**config.mk**
```make
export PLATFORM = sky130hd
export DESIGN_NAME = ahb_sram_arbiter
export DESIGN_NICKNAME = d
export VERILOG_FILES = /design/src/rtl/ahb_sram_arbiter.sv
export SDC_FILE = /design/constraint.sdc
export NUM_CORES = 1
export LEC_CHECK = 0
export CAP_MARGIN = 30
export CORE_MARGIN = 5
export CORE_UTILIZATION = 33
export CTS_CLUSTER_DIAMETER = 80
export CTS_CLUSTER_SIZE = 24
export DETAILED_ROUTE_END_ITERATION = 8
export PLACE_DENSITY = 0.79
export SYNTH_ARGS = -nofsm -noshare
export SYNTH_HDL_FRONTEND = slang
export SYNTH_SLANG_ARGS = --single-unit
```
**constraint.sdc**
```tcl
create_clock -name clk -period 2.6 [get_ports clk]
set_input_delay 0.52 -clock clk [delete_from_list [all_inputs] [get_ports clk]]
set_output_delay 0.52 -clock clk [all_outputs]
set_load 0.05 [all_outputs]
```
**src/rtl/ahb_sram_arbiter.sv**
```systemverilog
// ahb_sram_arbiter: round-robin two-master AHB-Lite arbiter sharing one SRAM slave port
module ahb_sram_arbiter #(
  parameter int AW = 32
) (
  input  logic          clk,
  input  logic          HRESETn,
  input  logic [1:0]    M0_HTRANS,
  input  logic [AW-1:0] M0_HADDR,
  input  logic          M0_HWRITE,
  input  logic [2:0]    M0_HSIZE,
  input  logic [31:0]   M0_HWDATA,
  output logic          M0_HREADYOUT,
  output logic [31:0]   M0_HRDATA,
  input  logic [1:0]    M1_HTRANS,
  input  logic [AW-1:0] M1_HADDR,
  input  logic          M1_HWRITE,
  input  logic [2:0]    M1_HSIZE,
  input  logic [31:0]   M1_HWDATA,
  output logic          M1_HREADYOUT,
  output logic [31:0]   M1_HRDATA,
  output logic [1:0]    S_HTRANS,
  output logic [AW-1:0] S_HADDR,
  output logic          S_HWRITE,
  output logic [2:0]    S_HSIZE,
  output logic [31:0]   S_HWDATA,
  input  logic          S_HREADY,
  input  logic [31:0]   S_HRDATA
);
  typedef enum logic [1:0] {IDLE, ADDR, DATA} state_t;
  state_t state, state_n;
  logic [1:0] pend, cap, rdy;
  logic gnt, gnt_n, last, done;
  logic [1:0][AW-1:0] haddr;
  logic [1:0][2:0] hsize;
  logic [1:0] hwrite;
  logic unused_htrans0;
  assign unused_htrans0 = M0_HTRANS[0] ^ M1_HTRANS[0];
  assign done = state == DATA && S_HREADY;
  assign rdy[0] = !pend[0] || (done && !gnt);
  assign rdy[1] = !pend[1] || (done && gnt);
  assign cap = {M1_HTRANS[1] & rdy[1], M0_HTRANS[1] & rdy[0]};
  assign M0_HREADYOUT = rdy[0];
  assign M1_HREADYOUT = rdy[1];
  assign M0_HRDATA = S_HRDATA;
  assign M1_HRDATA = S_HRDATA;
  assign S_HTRANS = state == ADDR ? 2'b10 : 2'b00;
  assign S_HADDR = state == ADDR ? haddr[gnt] : '0;
  assign S_HWRITE = state == ADDR && hwrite[gnt];
  assign S_HSIZE = state == ADDR ? hsize[gnt] : 3'd0;
  assign S_HWDATA = gnt ? M1_HWDATA : M0_HWDATA;
  always_comb begin
    state_n = state;
    gnt_n = gnt;
    if (state == IDLE && pend != 2'b00) begin
      state_n = ADDR;
      gnt_n = &pend ? !last : pend[1];
    end else if (state == ADDR) begin
      state_n = DATA;
    end else if (done) begin
      state_n = pend[!gnt] ? ADDR : IDLE;
      gnt_n = pend[!gnt] ? !gnt : gnt;
    end
  end
  // a capture at the completion edge re-arms pend: the set wins over the clear
  always_ff @(posedge clk or posedge HRESETn)
    if (HRESETn) begin
      state <= IDLE;
      pend <= 2'b00;
      gnt <= 1'b0;
      last <= 1'b1;
    end else begin
      state <= state_n;
      gnt <= gnt_n;
      if (done) last <= gnt;
      pend <= (pend & ~({gnt, !gnt} & {2{done}})) | cap;
    end
  always_ff @(posedge clk or posedge HRESETn)
    if (HRESETn) begin
      haddr <= '0;
      hsize <= '0;
      hwrite <= 2'b00;
    end else begin
      if (cap[0]) begin
        haddr[0] <= M0_HADDR;
        hwrite[0] <= M0_HWRITE;
        hsize[0] <= M0_HSIZE;
      end
      if (cap[1]) begin
        haddr[1] <= M1_HADDR;
        hwrite[1] <= M1_HWRITE;
        hsize[1] <= M1_HSIZE;
      end
    end
endmodule

```
==> flow_metrics.py, run 1 <==
metrics = {
    "worst_setup_path": {
        "crit_required_ps": 2080,
        "worstSetupStartpointType": "register",
        "worstPathCellList": "buf_4 -> mux2i_1 -> nor2_1 -> buf_12",
        "r2r_end": "haddr[6]$_DFFE_PP0P_",
        "path_buf_inv": 2,
        "endpoint_kind": "primary output",
        "cp_max_fo": 18,
        "critPathCapture": "S_HSIZE[0]",
        "cp_top_family": "flip-flops",
        "worstPathArrival_ps": 1840,
        "cp_slowest_cell": "dfrtp_4",
        "cp.depth": 4,
        "critPathKind": "register to primary output",
        "ff2ff_setup_slack_ps": 710,
        "critPathLaunch": "gnt$_DFFE_PP0P_",
        "timing.rr.start": "gnt$_DFFE_PP0P_",
        "critPathMaxStageDelay_ps": 580,
        "reg2regPathDepth": 5,
    },
    "power_and_ir_drop": {
        "total_leakage_power_nw": 3.10,
        "total_power_mw": 6.65,
        "p_per_area_nw_per_um2": 948,
        "peakVddDrop_mv": 0.448,
    },
    "global_routing": {
        "overflow": 0,
        "grt.total_usage": 0.174,
        "grt_pass1_wl_mm": 21.8,
        "antenna_found_initial": 0,
        "grt_max_degree": 51,
        "grt_pass1_vias": 3795,
    },
    "cells_and_area": {
        "drive_gt1_frac": 0.403,
        "num_antenna_cells": 0,
        "seqCellArea_um2": 1960,
        "nets": 691,
        "area_growth_syn_to_layout_pct": 53.8,
        "final_cell_count_no_fill": 701,
        "multi_input_area_um2": 1960,
        "nFillCells": 1203,
    },
    "timing": {
        "period_needed_ps": 2360,
        "fin_skew_ps": 7.28,
        "drv_slew": 0,
        "finalSetupTns_ps": 0,
        "grt_setup_unrepaired": "no",
        "max_freq_mhz": 424,
        "hold_violations": 0,
        "setup_viol": 0,
        "post-route-period-util": 0.908,
        "holdWs_ps": 363,
    },
    "clocking": {
        "post-cts-setup-buffer-count": 0,
        "tritoncts": "done",
        "root_buffer": "clkbuf_16",
        "numClockSinks": 78,
        "ctsResizeCount": 0,
        "holdBufCountCts": 0,
        "clock_latency_ps": 340,
        "clk_pin_slew_ps": 70,
        "cts_buffers": 9,
        "clock_path_buffers": 2,
        "htreeDepth": 3,
    },
    "synthesis": {
        "syn_nets": 544,
        "ys_seq_elements": 78,
        "netlist_area_um2": 4560,
        "synthFlopType": "dfrtp_1",
        "yosysWarnings": 0,
        "synthArstFlopShare": 1.00,
        "synth_edf_count": 0,
        "synth_area_per_cell_um2": 12.4,
        "synth_cell_types": 27,
        "synthCells": 369,
        "seq_area_frac_synth": 0.428,
    },
    "floorplanning": {
        "die_w_um": 128,
        "num_rows": 43,
        "dieArea_um2": 16300,
        "die_h_um": 128,
        "start_util": 0.332,
        "io_pins": 311,
        "core_area_um2": 13700,
    },
    "placement": {
        "port_buffers": 211,
        "dp.cells": 684,
        "dp_hpwl_mm": 11.3,
        "gp_congestion": 0.844,
    },
    "route": {
        "routed_wirelength_mm": 14.5,
        "detail-route-antenna-nets": 0,
        "drt_iter0_markers": 76,
        "viasPerCell": 4.64,
        "wire_per_inst_um": 20.6,
        "vias": 3253,
        "post-route-drc-count": 0,
        "dr.pass1.iters": 4,
    },
    "status": {
        "status": "completed",
    },
    "worst_hold_path": {
        "hold_class": "primary input to asynchronous set/reset pin",
    },
    "job": {
        "drv_cap": 0,
    },
}
-- cells by family after synthesis --
logic type,after synthesis,share of synthesized area
multiplexers,141,0.363
AND/OR/NAND/NOR,47,0.0469
AO/OA/AOI/OAI,9,0.0165
other,1,0.000822
buffers and inverters,93,0.145
flip-flops,78,0.428
-- area by class of cell --
class,count,share of cell area
multi-input combinational,198,0.280
sequential,78,0.279
clock inverter,5,0.00571
timing repair buffer,222,0.364
tap,180,0.0321
clock buffer,11,0.0360
inverter,7,0.00393
-- sequential cells by signal (all words and copies together), names as in the netlist --
signal,count
last,1
haddr,64
hsize,6
gnt,1
pend,2
hwrite,2
state,2
-- through the flow --
step                      setup slack (ps)   util  cell area, um^2
after global placement                 322  0.489             6710
after CTS                             4.25  0.510             7000
final                                  240  0.511             7010
after global routing                   117  0.511             7010
after detailed placement               281  0.489             6710
after floorplan                       86.6      -             4560
-- worst min-delay path by stage --
stage	startpoint	endpoint	slack [ps]
CTS	HRESETn	haddr[12]$_DFFE_PP0P_	350
global route	HRESETn	haddr[12]$_DFFE_PP0P_	360
detailed placement	last$_DFFE_PP1P_	last$_DFFE_PP1P_	460
floorplan	last$_DFFE_PP1P_	last$_DFFE_PP1P_	440
global placement	last$_DFFE_PP1P_	last$_DFFE_PP1P_	460
finish	HRESETn	haddr[12]$_DFFE_PP0P_	360
-- synthesized netlist by cell type, types with 3 or more instances --
cell type,n,area share
nor2_1,38,0.031
mux2_2,74,0.18
mux2i_1,37,0.081
inv_1,7,0.0058
buf_2,6,0.0066
mux2_4,30,0.099
buf_1,5,0.0041
buf_6,7,0.017
buf_4,67,0.11
nand2b_1,3,0.0041
dfrtp_1,77,0.42
nand2_1,3,0.0025
-- metal layers --
metal,part of all wire,wire length (um),global-route usage,vias up
li1,-,-,-,1490
met1,0.35,5000,0.182,1564
met2,0.55,7910,0.322,187
met3,0.096,1390,0.0719,12
met4,0.011,154,0.0429,0
met5,0,0,0,-
-- placed cells by master (no fill, tap or decap), types with 2 or more instances in the layout --
cell type and count:
clkdlybuf4s50_1 140, dfrtp_1 76, mux2_2 74, buf_12 42, buf_4 39, nor2_1 38
mux2i_1 37, mux2_4 30, clkbuf_16 9, inv_1 6, nand2_1 3, nand2b_1 2
clkinv_2 2, clkinv_4 2, inv_6 2, clkbuf_8 2
-- where the power goes --
part	switching (mW)	leakage (nW)	total, mW	internal (mW)
clock	0.520	0.146	1.23	0.707
combinational	1.56	2.03	3.23	1.67
sequential	0.383	0.931	2.19	1.81
Power figures use the tool's default switching activity.
==> inputs of run 2 (changes only) <==
CORE_ASPECT_RATIO = 1.4   (was not set)
==> run 2 against run 1 <==
  * Critical path depth stayed put
  * Utilization rose by 1.4 points
  * Cell count up 0.14%
  * Power up 3.1%
  * Clock power grew 18%
  * Routed wire length is 6.0% higher
  * First-iteration DRC count up 28%
  * Design area up 0.75%
  * Critical path type unchanged
  * Critical endpoint is now S_HADDR[1]
  * Highest routed layer is now met5
==> flow_metrics.py, run 2 (synthesized netlist as in run 1, its figures left out) <==
metrics = {
    "status": {
        "status": "completed",
    },
    "worst_setup_path": {
        "r2r_end": "haddr[36]$_DFFE_PP0P_",
        "critPathKind": "register to primary output",
        "ff2ff_setup_slack_ps": 640,
        "critPathLaunch": "state[1]$_DFFE_PP0P_",
        "cp_max_fo": 20,
        "reg2regPathDepth": 4,
        "crit_required_ps": 2080,
        "critPathCapture": "S_HADDR[1]",
        "endpoint_kind": "primary output",
        "worstSetupStartpointType": "register",
        "worstPathArrival_ps": 1960,
        "timing.rr.start": "gnt$_DFFE_PP0P_",
    },
    "cells_and_area": {
        "multi_input_area_um2": 1960,
        "reg.largest.list": "haddr x64, hsize x6",
        "utilization": 0.525,
        "seqCellArea_um2": 1960,
        "final_cell_count_no_fill": 702,
        "regMostFlops": "haddr",
        "area_growth_syn_to_layout_pct": 54.9,
        "nFillCells": 1124,
        "layout_common_cells": "140 x clkdlybuf4s50_1, 76 x dfrtp_1, 74 x mux2_2",
        "nets": 690,
        "final_cell_area_um2": 7070,
        "final_common_cell": "clkdlybuf4s50_1",
        "num_antenna_cells": 0,
        "largest_reg_flops": 64,
        "drive_gt1_frac": 0.402,
    },
    "route": {
        "viasPerCell": 4.62,
        "drt-met1-wl_mm": 5.11,
        "dr_wl_met3_mm": 2.28,
        "post-route-drc-count": 0,
        "dr.pass1.iters": 4,
        "routed_wirelength_mm": 15.3,
        "met2RoutedLength_mm": 7.43,
        "top_layer_used": "met5",
        "drt_iter0_markers": 97,
        "vias": 3245,
        "wire_per_inst_um": 21.8,
        "detail-route-antenna-nets": 0,
    },
    "timing": {
        "period_needed_ps": 2480,
        "worstMarginPinSlew_ps": 509,
        "fin_skew_ps": 8.54,
        "finalSetupTns_ps": 0,
        "drv_slew": 0,
        "max-slew-margin-rel": 0.661,
        "max_freq_mhz": 403,
        "setup_viol": 0,
        "post-route-period-util": 0.955,
        "grt_setup_unrepaired": "no",
        "hold_violations": 0,
    },
    "clocking": {
        "post-cts-setup-buffer-count": 0,
        "cts_buffers": 9,
        "holdBufCountCts": 0,
        "ctsResizeCount": 0,
        "numClockSinks": 78,
        "clk_pin_slew_ps": 60,
        "tritoncts": "done",
        "htreeDepth": 3,
        "root_buffer": "clkbuf_16",
        "clock_latency_ps": 330,
        "clock_path_buffers": 2,
    },
    "floorplanning": {
        "io_pins": 311,
        "start_util": 0.339,
        "die_w_um": 109,
        "core_area_um2": 13500,
        "num_rows": 50,
        "die_h_um": 149,
        "dieArea_um2": 16300,
    },
    "global_routing": {
        "grt.total_usage": 0.186,
        "overflow": 0,
        "grt_pass1_wl_mm": 22.3,
        "antenna_found_initial": 2,
        "grt_max_degree": 53,
        "grt_pass1_vias": 3640,
    },
    "power_and_ir_drop": {
        "peakVddDrop_mv": 0.432,
        "total_leakage_power_nw": 3.12,
        "p_per_area_nw_per_um2": 970,
    },
    "job": {
        "drv_cap": 0,
    },
    "placement": {
        "dp.cells": 686,
        "port_buffers": 211,
        "dp_hpwl_mm": 12.3,
        "place_area_um2": 6720,
        "gp_congestion": 0.868,
    },
    "worst_hold_path": {
        "hold_class": "register to register",
    },
}
## run 2: power breakdown
group          total, mW  leakage (nW)  internal [mW]  switching (mW)
Clock               1.45         0.166          0.941           0.504
Sequential          2.20         0.931           1.81           0.398
Combinational       3.20          2.03           1.66            1.54
## run 2: final cells by class
type | instances | area share
Timing Repair Buffer | 221 | 0.361
Multi-Input combinational cell | 198 | 0.277
Sequential cell | 78 | 0.277
Tap cell | 182 | 0.0322
Clock buffer | 9 | 0.0319
Clock inverter | 7 | 0.0170
Inverter | 7 | 0.00390
## run 2: worst min-delay path by stage
stage / startpoint / endpoint / slack, ps / cells after the start
final: last$_DFFE_PP1P_ / last$_DFFE_PP1P_ / 470 / 2
after floorplan: last$_DFFE_PP1P_ / last$_DFFE_PP1P_ / 440 / 2
after global routing: haddr[59]$_DFFE_PP0P_ / haddr[59]$_DFFE_PP0P_ / 520 / 1
after global placement: last$_DFFE_PP1P_ / last$_DFFE_PP1P_ / 470 / 2
after detailed placement: last$_DFFE_PP1P_ / last$_DFFE_PP1P_ / 460 / 2
after CTS: last$_DFFE_PP1P_ / last$_DFFE_PP1P_ / 470 / 2
## run 2: metal layers
layer,track usage,vias up
met3,0.116,53
li1,-,1481
met1,0.194,1552
met4,0.0699,4
met5,0,-
met2,0.302,155
## run 2: worst max-delay path, stage by stage (launching register included)
cell and delay (ps):
dfrtp_1 460, nand2b_2 460, buf_12 290, nor2_1 240, buf_12 180
## run 2: stage by stage
stage / hold slack, ps / power, mW / setup WS (ps)
final: 468 / 6.85 / 117
after global placement: 466 / 5.34 / 301
after CTS: 468 / 6.93 / 79.1
after floorplan: 439 / 4.63 / 86.6
after detailed placement: 458 / 5.46 / 249
after global routing: 517 / 7.23 / 4.17
==> inputs of run 3 (changes only) <==
SLEW_MARGIN = 25   (was not set)
==> results of run 3 <==
Same layout as run 2: the final DEF is identical, and so are final timing and power.
